$ cat src/rtl/pkt_tx_assembler.sv
// rtl/pkt_tx_assembler.sv - sensor-node packet assembler: latches a request, checks energy, streams HB/CHE/data words
module pkt_tx_assembler (
  input  logic        clk,
  input  logic        rst,
  input  logic        start,
  input  logic [2:0]  pktType,
  input  logic [15:0] myNodeID,
  input  logic [15:0] hopsFromSink,
  input  logic [15:0] myQValue,
  input  logic [15:0] destinationID,
  input  logic [15:0] payload,
  input  logic [15:0] energy,
  input  logic [15:0] e_threshold,
  output logic [15:0] tx_data,
  output logic        tx_valid,
  input  logic        tx_ready,
  output logic        tx_last,
  output logic        busy,
  output logic        done,
  output logic        err,
  output logic [15:0] energy_out
);

  localparam logic [15:0] HOP1_TX = 16'h0005;
  localparam logic [15:0] HOP4_TX = 16'h001B;
  localparam logic [2:0]  PT_HB   = 3'b000;
  localparam logic [2:0]  PT_CHE  = 3'b001;
  localparam logic [2:0]  PT_DATA = 3'b101;

  typedef enum logic [1:0] {IDLE, LOAD, SEND, FINISH} state_t;

  state_t      state, state_nxt;
  logic [2:0]  type_q;
  logic [15:0] node_q, hops_q, qval_q, dest_q, payload_q, energy_q, thr_q;
  logic [7:0]  seq;
  logic [2:0]  word_idx;

  logic [15:0] cost, hops_inc, header, word;
  logic [2:0]  last_idx;
  logic        supported, reject;

  // Threshold travels with the request but the transmit path does not consume it.
  logic unused_thr;
  assign unused_thr = ^thr_q;

  always_comb begin
    cost      = (hops_q <= 16'd1) ? HOP1_TX : HOP4_TX;
    hops_inc  = (hops_q == 16'hFFFF) ? 16'hFFFF : hops_q + 16'd1;
    header    = {type_q, 5'b0, seq};
    supported = 1'b1;
    last_idx  = 3'd0;
    word      = header;
    case (type_q)
      PT_HB: begin
        last_idx = 3'd3;
        case (word_idx)
          3'd0:    word = header;
          3'd1:    word = node_q;
          3'd2:    word = hops_inc;
          default: word = energy_q;
        endcase
      end
      PT_CHE: begin
        last_idx = 3'd2;
        case (word_idx)
          3'd0:    word = header;
          3'd1:    word = node_q;
          default: word = dest_q;
        endcase
      end
      PT_DATA: begin
        last_idx = 3'd4;
        case (word_idx)
          3'd0:    word = header;
          3'd1:    word = node_q;
          3'd2:    word = dest_q;
          3'd3:    word = qval_q;
          default: word = payload_q;
        endcase
      end
      default: supported = 1'b0;
    endcase
    reject = !supported || (energy_q < cost);
  end

  always_comb begin
    state_nxt = state;
    busy      = (state != IDLE);
    tx_valid  = (state == SEND);
    tx_last   = (state == SEND) && (word_idx == last_idx);
    tx_data   = (state == SEND) ? word : 16'h0000;
    done      = (state == FINISH);
    err       = (state == LOAD) && reject;
    case (state)
      IDLE:    if (start) state_nxt = LOAD;
      LOAD:    state_nxt = reject ? IDLE : SEND;
      SEND:    if (tx_ready && tx_last) state_nxt = FINISH;
      FINISH:  state_nxt = IDLE;
      default: state_nxt = IDLE;
    endcase
  end

  always_ff @(posedge clk) begin
    if (rst) begin
      state      <= IDLE;
      seq        <= 8'h00;
      energy_out <= 16'h0000;
      word_idx   <= 3'd0;
      type_q     <= 3'd0;
      node_q     <= 16'h0000;
      hops_q     <= 16'h0000;
      qval_q     <= 16'h0000;
      dest_q     <= 16'h0000;
      payload_q  <= 16'h0000;
      energy_q   <= 16'h0000;
      thr_q      <= 16'h0000;
    end else begin
      state <= state_nxt;
      if (state == IDLE && start) begin
        type_q    <= pktType;
        node_q    <= myNodeID;
        hops_q    <= hopsFromSink;
        qval_q    <= myQValue;
        dest_q    <= destinationID;
        payload_q <= payload;
        energy_q  <= energy;
        thr_q     <= e_threshold;
      end
      if (state == LOAD) word_idx <= 3'd0;
      if (state == SEND && tx_ready) begin
        if (tx_last) begin
          energy_out <= energy_q - cost;
          seq        <= seq + 8'd1;
        end else begin
          word_idx <= word_idx + 3'd1;
        end
      end
    end
  end

endmodule
$ cat config.mk
export PLATFORM = sky130hd
export DESIGN_NAME = pkt_tx_assembler
export DESIGN_NICKNAME = d
export VERILOG_FILES = /design/src/rtl/pkt_tx_assembler.sv
export SDC_FILE = /design/constraint.sdc
export NUM_CORES = 1
export LEC_CHECK = 0
export ABC_AREA = 1
export BUFFER_PORTS_ARGS = -buffer_cell sky130_fd_sc_hd__buf_2
export CORE_MARGIN = 4
export CORE_UTILIZATION = 55
export DETAILED_ROUTE_END_ITERATION = 10
export PLACE_DENSITY = 0.92
export SLEW_MARGIN = 40
export SYNTH_ARGS = -nofsm -noshare
export SYNTH_HDL_FRONTEND = slang
export SYNTH_SLANG_ARGS = --single-unit
$ cat constraint.sdc
create_clock -name clk -period 3.38 [get_ports clk]
set_clock_uncertainty 0.1 [all_clocks]
set_input_delay 0.676 -clock clk [delete_from_list [all_inputs] [get_ports clk]]
set_output_delay 0.676 -clock clk [all_outputs]
set_load 0.005 [all_outputs]
Word-level counts from Yosys, hierarchy flattened
Index checks and enable logic that the tools add are counted.

operators by class
  add/sub/neg operators = 4
  $lt $le $gt $ge = 2
  eq/ne operators = 12
  multiplexer cells = 16
  reduce and logical (&&, ||, !) cells = 14

operator list
  operator                 number
  $pmux W16 S3             2
  $pmux W16 S4             1
  $mux W16                 2
  $pmux W16 S2             1
  $add A16 B1 Y16 const B  1
  $eq A16 B16 Y1 const B   1
  $le A16 B1 Y1 const B    1
  $lt A16 B5 Y1            1
  $sub A16 B5 Y16          1
  $mux W3                  3
  $pmux W3 S3              1
  $add A8 B1 Y8 const B    1
  $pmux W2 S4              1
  $eq A3 B1 Y1 const B     2
  $eq A3 B2 Y1 const B     2
  $logic_not A3 Y1         2
  $mux W2                  3
  $logic_and A1 B1 Y1      5
  $mux W5                  1
  $eq A2 B2 Y1 const B     2
  $reduce_and A2 Y1        2
  $add A3 B1 Y3 const B    1
  $eq A3 B3 Y1             1
  $eq A3 B3 Y1 const B     1
  other kinds (9)          9

storage, ports and cells
  register bits = 128
  bits of input ports = 119
  output and inout bits = 37
  word-level logic and storage cells = 59

Longest topological paths before layout
  word-level depth = 7
  gate-level depth with buffers = 17
  mapped depth without buffers = 17

Worst setup path after synthesis
OpenSTA, ideal clock, no wires.

  path type = register to output
  from = register word_idx[2]
  to = output port tx_data[11]
  arrival time = 2.183 ns
  data required time = 2.604 ns
  setup slack = 0.421 ns
  cell stages (with the launch flop) = 14
  path buffers = 5
  path through = dfxtp_1 buf_4 inv_1 buf_2 clkbuf_1 ha_1 clkbuf_1 clkbuf_1 a21oi_1 a31oi_1 o21ai_0 nand2_1 inv_1 a21oi_1

between the ends
  longest elaborated chain between the ends = 4
  elaborated cells between the ends (all ways) = 9
  classes of those cells = eq/ne: 3; mux: 5; reduce/logical: 1

RTL lines
  item                                  line  RTL
  start: declaration                    36    logic [2:0] word_idx;
  start signal: assignment              135   word_idx <= word_idx + 3'd1;
  $eq A3 B2 Y1 (tied with other cells)  73    case (word_idx)
  $pmux W16 S4 (tied with other cells)  73
  $pmux W16 S3 (*)                      53    case (type_q)
  $mux W16 (*)                          91    tx_data = (state == SEND) ? word : 16'h0000;
  end: declaration                      14    output logic [15:0] tx_data,

Mark *: on every way between the ends. The rest lies on a longest branch, timed or not.

Worst setup path in the final report
  from = register hops_q[10]
  to = output port err

between the ends
  longest elaborated chain between the ends = 5

RTL lines
  item                      line  RTL
  start: declaration        34    logic [15:0] node_q, hops_q, qval_q, dest_q, payload_q, energy_q, thr_q;
  start signal: assignment  122   hops_q <= hopsFromSink;
  $le A16 B1 Y1             47    cost = (hops_q <= 16'd1) ? HOP1_TX : HOP4_TX;
  $mux W5                   47
  $lt A16 B5 Y1             83    reject = !supported || (energy_q < cost);
  $logic_or A1 B1 Y1        83
  $logic_and A1 B1 Y1       93    err = (state == LOAD) && reject;
  end: declaration          20    output logic err,

Every way passes these cells.

==> impl_metrics.toml <==
[finish]
insertedDiodeCount = 0
final_layout_size_suffix_gt1_frac = 0.2069
final_net_count = 1391
area_growth_pct = 25.03

[logic_synthesis]
syn_inst_count = 1123
mappedNetlistNets = 1256
yosysWarnings = 0
synth.yosys.seq_area_share = 0.3562
post_synthesis_cell_area_sq_mm = 0.007194
synth.lib_cells_used.distinct = 41
synth.avg_cell_area_sq_um = 6.406
ys_seq_elements = 128

[clock_network]
clk_path_buf_depth = 2
clk_latency_ns = 0.43
worst_setup_hold_path_clk_slew_ns = 0.06
cts-buffers-inserted = 17
cts_tree = "yes"
number_of_levels_the_h_tree_was_split_into = 4
tritoncts_num_sinks = 128
holdBufCountCts = 0
clock_tree.root_cell = "sky130_fd_sc_hd__clkbuf_16"

[sta]
slew_violations = 0
maxSlewHeadroom = 0.5927
finalCritPeriodShare = 0.9849
grt_setup_unrepaired = "true"
final-setup-viol-count = 0
achievable-frequency_ghz = 0.3004
final.min_clock_period_ns = 3.329
report.final.hold_viol_count = 0
worst_pin_slew_ns = 0.6100
worst_hold_margin_ns = 0.3678
fin_ws_ns = 0.05109

[floorplan]
die_footprint_sq_mm = 0.01497
die-width_um = 122.4
core_area_sq_mm = 0.01272
start_util = 0.5655
ios = 156
die_height_um = 122.4
placement_rows = 41

[job]
cap_viol_max_count = 0

[critical_path]
worst-endpoint-arrival_ns = 2.55
cpMaxStageDelayCell = "sky130_fd_sc_hd__dfxtp_4"
type_of_the_setup_path_with_the_least_slack = "register to primary output"
cp-start-kind = "register"
worst_r2r_path_cells = 12
series_of_cell_instances_along_the_critical_path = "nor4_4 -> nand2_2 -> nor2_4 -> inv_2 -> ha_4 -> nand3_2 -> nand3_2 -> nand2_1 -> nand2_2 -> inv_2 -> nand4_1 -> a21oi_2 -> buf_2"
worstSetupEndpointType = "primary output"
max_stage_delay_ns = 0.36
crit_required_ns = 2.60
timing.critical_path.fanout_max = 5

[power_and_ir_drop]
cellInternalPower_mw = 3.291
netSwitchingFraction = 0.3078
p_leak_nw = 4.220
part_of_the_power_in_the_clock_network = 0.411
switchingPower_mw = 1.463
power.share.sequential = 0.372
total_power_divided_by_cell_area_mw_per_mm2 = 528.6
vdd.ir_drop.worst_mv = 0.3857
p_comb_frac = 0.217

[global_routing]
global_route_wire_length_before_repair_mm = 36.74
grt_start_max_net_pins = 59
first_global_vias = 7499
overflow = 0
global_route_usage_sum = 0.3156
antenna_found_initial = 0

[placed_design]
dp.final_hpwl_mm = 16.99
dpl_worst_slack_ns = 0.05423
portBuffers = 139
globalplace.congestion = 0.9944

[route]
routedWlPerCell_um = 16.86
postRouteWirelength_mm = 24.34
drt_first_pass_iters = 5
dr.first_iter.drc_count = 979
drc = 0
ant_nets = 0
viasPerCell = 5.690
detailroute.via_count = 8210

[hold_path]
min-delay-path-class = "input pin to register"
worstHoldPathCells = 3

[run_status]
run_status = "completed"
## sequential cells by signal (all words and copies together), names as in the netlist, named ones only
name / count
dest_q: 16
energy_out: 16
energy_q: 16
hops_q: 16
node_q: 16
payload_q: 16
qval_q: 16
seq: 8
type_q: 3
word_idx: 3
state: 1
## final cells by class
cell class,instances,area [sq um]
clock buffer,23,467.9
inverter,135,520.5
clock inverter,9,156.4
timing repair buffer,174,996.0
fill,1089,3727
multi-input combinational,801,4061
sequential,128,2570
tap,172,215.2
timing repair inverter,1,7.507
## timing repair
| item | 4_1_cts | 5_1_grt |
|---|---|---|
| setup buffers | 4 | 10 |
| pin swaps | 1 | 6 |
| setup endpoints to repair | 17 | 17 |
| gates cloned | 1 | 1 |
| resized for setup | 19 | 34 |
## cell usage in the layout (no fill, tap or decap), types with 6 or more instances in the layout
cell,n
sky130_fd_sc_hd__clkbuf_16,17
sky130_fd_sc_hd__buf_2,139
sky130_fd_sc_hd__a21oi_1,95
sky130_fd_sc_hd__nor2_1,214
sky130_fd_sc_hd__inv_1,119
sky130_fd_sc_hd__nand3_1,38
sky130_fd_sc_hd__ha_1,8
sky130_fd_sc_hd__clkinvlp_4,7
sky130_fd_sc_hd__xor2_1,23
sky130_fd_sc_hd__o21ai_0,166
sky130_fd_sc_hd__buf_4,32
sky130_fd_sc_hd__dfxtp_1,124
sky130_fd_sc_hd__nand2_1,165
sky130_fd_sc_hd__nor3_1,6
sky130_fd_sc_hd__nand4_1,15
sky130_fd_sc_hd__inv_2,12
sky130_fd_sc_hd__o22ai_1,7
## metal layers
metal | vias to the layer above | wire length [um] | global-route usage
met4 | 0 | 1304 | 0.1728
met1 | 3714 | 9922 | 0.4126
met5 | - | 0 | 0
li1 | 3906 | - | -
met2 | 484 | 10820 | 0.4881
met3 | 106 | 2292 | 0.06498
## cells by family after synthesis
logic type      count (synthesis)  share of synthesized area
buf+inv                       195                     0.1059
xor+xnor                       25                    0.03148
flops                         128                     0.3562
simple gates                  465                     0.2666
fa+ha+maj                      14                    0.02539
compound gates                296                     0.2144
## cell usage after synthesis
| master | n | area share |
|---|---|---|
| sky130_fd_sc_hd__nor2_1 | 217 | 0.11 |
| sky130_fd_sc_hd__nand2_1 | 171 | 0.089 |
| sky130_fd_sc_hd__o21ai_0 | 167 | 0.12 |
| sky130_fd_sc_hd__inv_1 | 133 | 0.069 |
| sky130_fd_sc_hd__dfxtp_1 | 128 | 0.36 |
| sky130_fd_sc_hd__a21oi_1 | 97 | 0.067 |
| sky130_fd_sc_hd__clkbuf_1 | 44 | 0.023 |
| sky130_fd_sc_hd__nand3_1 | 40 | 0.028 |
| sky130_fd_sc_hd__xor2_1 | 23 | 0.028 |
| sky130_fd_sc_hd__nand4_1 | 15 | 0.013 |
| sky130_fd_sc_hd__ha_1 | 13 | 0.023 |
| sky130_fd_sc_hd__o22ai_1 | 11 | 0.0096 |
| sky130_fd_sc_hd__buf_2 | 9 | 0.0063 |
| sky130_fd_sc_hd__nor3_1 | 6 | 0.0042 |
| sky130_fd_sc_hd__o21bai_1 | 5 | 0.0052 |
| sky130_fd_sc_hd__buf_1 | 4 | 0.0021 |
| sky130_fd_sc_hd__o21a_1 | 4 | 0.0042 |
| sky130_fd_sc_hd__or2_2 | 4 | 0.0035 |
| sky130_fd_sc_hd__a31oi_1 | 3 | 0.0026 |
| sky130_fd_sc_hd__buf_6 | 2 | 0.0031 |
| sky130_fd_sc_hd__inv_2 | 2 | 0.0010 |
| sky130_fd_sc_hd__nand2_2 | 2 | 0.0017 |
| sky130_fd_sc_hd__nor2_4 | 2 | 0.0031 |
| sky130_fd_sc_hd__nor4_1 | 2 | 0.0017 |
| sky130_fd_sc_hd__o211ai_1 | 2 | 0.0021 |
| sky130_fd_sc_hd__o21ai_1 | 2 | 0.0014 |
| sky130_fd_sc_hd__a21o_1 | 1 | 0.0010 |
| sky130_fd_sc_hd__a22oi_1 | 1 | 0.0010 |
| sky130_fd_sc_hd__and3_1 | 1 | 0.00087 |
| sky130_fd_sc_hd__buf_4 | 1 | 0.0010 |
| sky130_fd_sc_hd__fa_1 | 1 | 0.0028 |
| sky130_fd_sc_hd__nand3_2 | 1 | 0.0014 |
| sky130_fd_sc_hd__nand3_4 | 1 | 0.0024 |
| sky130_fd_sc_hd__nand3b_1 | 1 | 0.0010 |
| sky130_fd_sc_hd__nor3_4 | 1 | 0.0023 |
| sky130_fd_sc_hd__nor3b_1 | 1 | 0.0010 |
| sky130_fd_sc_hd__o2111ai_1 | 1 | 0.0012 |
| sky130_fd_sc_hd__o221ai_1 | 1 | 0.0012 |
| sky130_fd_sc_hd__o311ai_0 | 1 | 0.0012 |
| sky130_fd_sc_hd__xnor2_1 | 1 | 0.0012 |
| sky130_fd_sc_hd__xor2_2 | 1 | 0.0023 |
## worst max-delay path, delay by kind of cell, from the launching register on
kind,cells,cell delay (ns)
flops,1,0.36
simple gates,8,1.07
fa+ha+maj,1,0.24
compound gates,1,0.19
buf+inv,3,0.27
## worst paths after layout
kind	slack (ns)	endpoint	start
setup reg to reg	0.66	energy_out[11]	hops_q[10]
hold reg to reg	0.37	dest_q[5]	dest_q[5]
hold / removal	0.37	payload_q[1]	payload[1]
setup / recovery	0.05	err	hops_q[10]
## stage by stage
stage | utilization | setup TNS [ns] | cells | power [mW] | instance area (sq um)
2_1_floorplan | - | 0 | 1123 | 2.367 | 7194
3_3_place_gp | 0.6328 | 0 | 1395 | 2.678 | 8050
3_5_place_dp | 0.6328 | 0 | 1395 | 2.697 | 8050
4_1_cts | 0.6901 | -0.01311 | 1432 | 4.665 | 8780
5_1_grt | 0.7070 | -0.09083 | 1443 | 4.946 | 8995
6_report | 0.7070 | 0 | 1443 | 4.755 | 8995
## power by group through the flow
stage | Clock [mW] | Sequential, mW | Combinational, mW
finish | 1.96 | 1.77 | 1.03
global route | 2.03 | 1.78 | 1.13
CTS | 1.96 | 1.76 | 0.950
detailed placement | 0 | 1.78 | 0.914
global placement | 0 | 1.78 | 0.898
floorplan | 0 | 1.76 | 0.611
(Power assumes the default switching activity.)
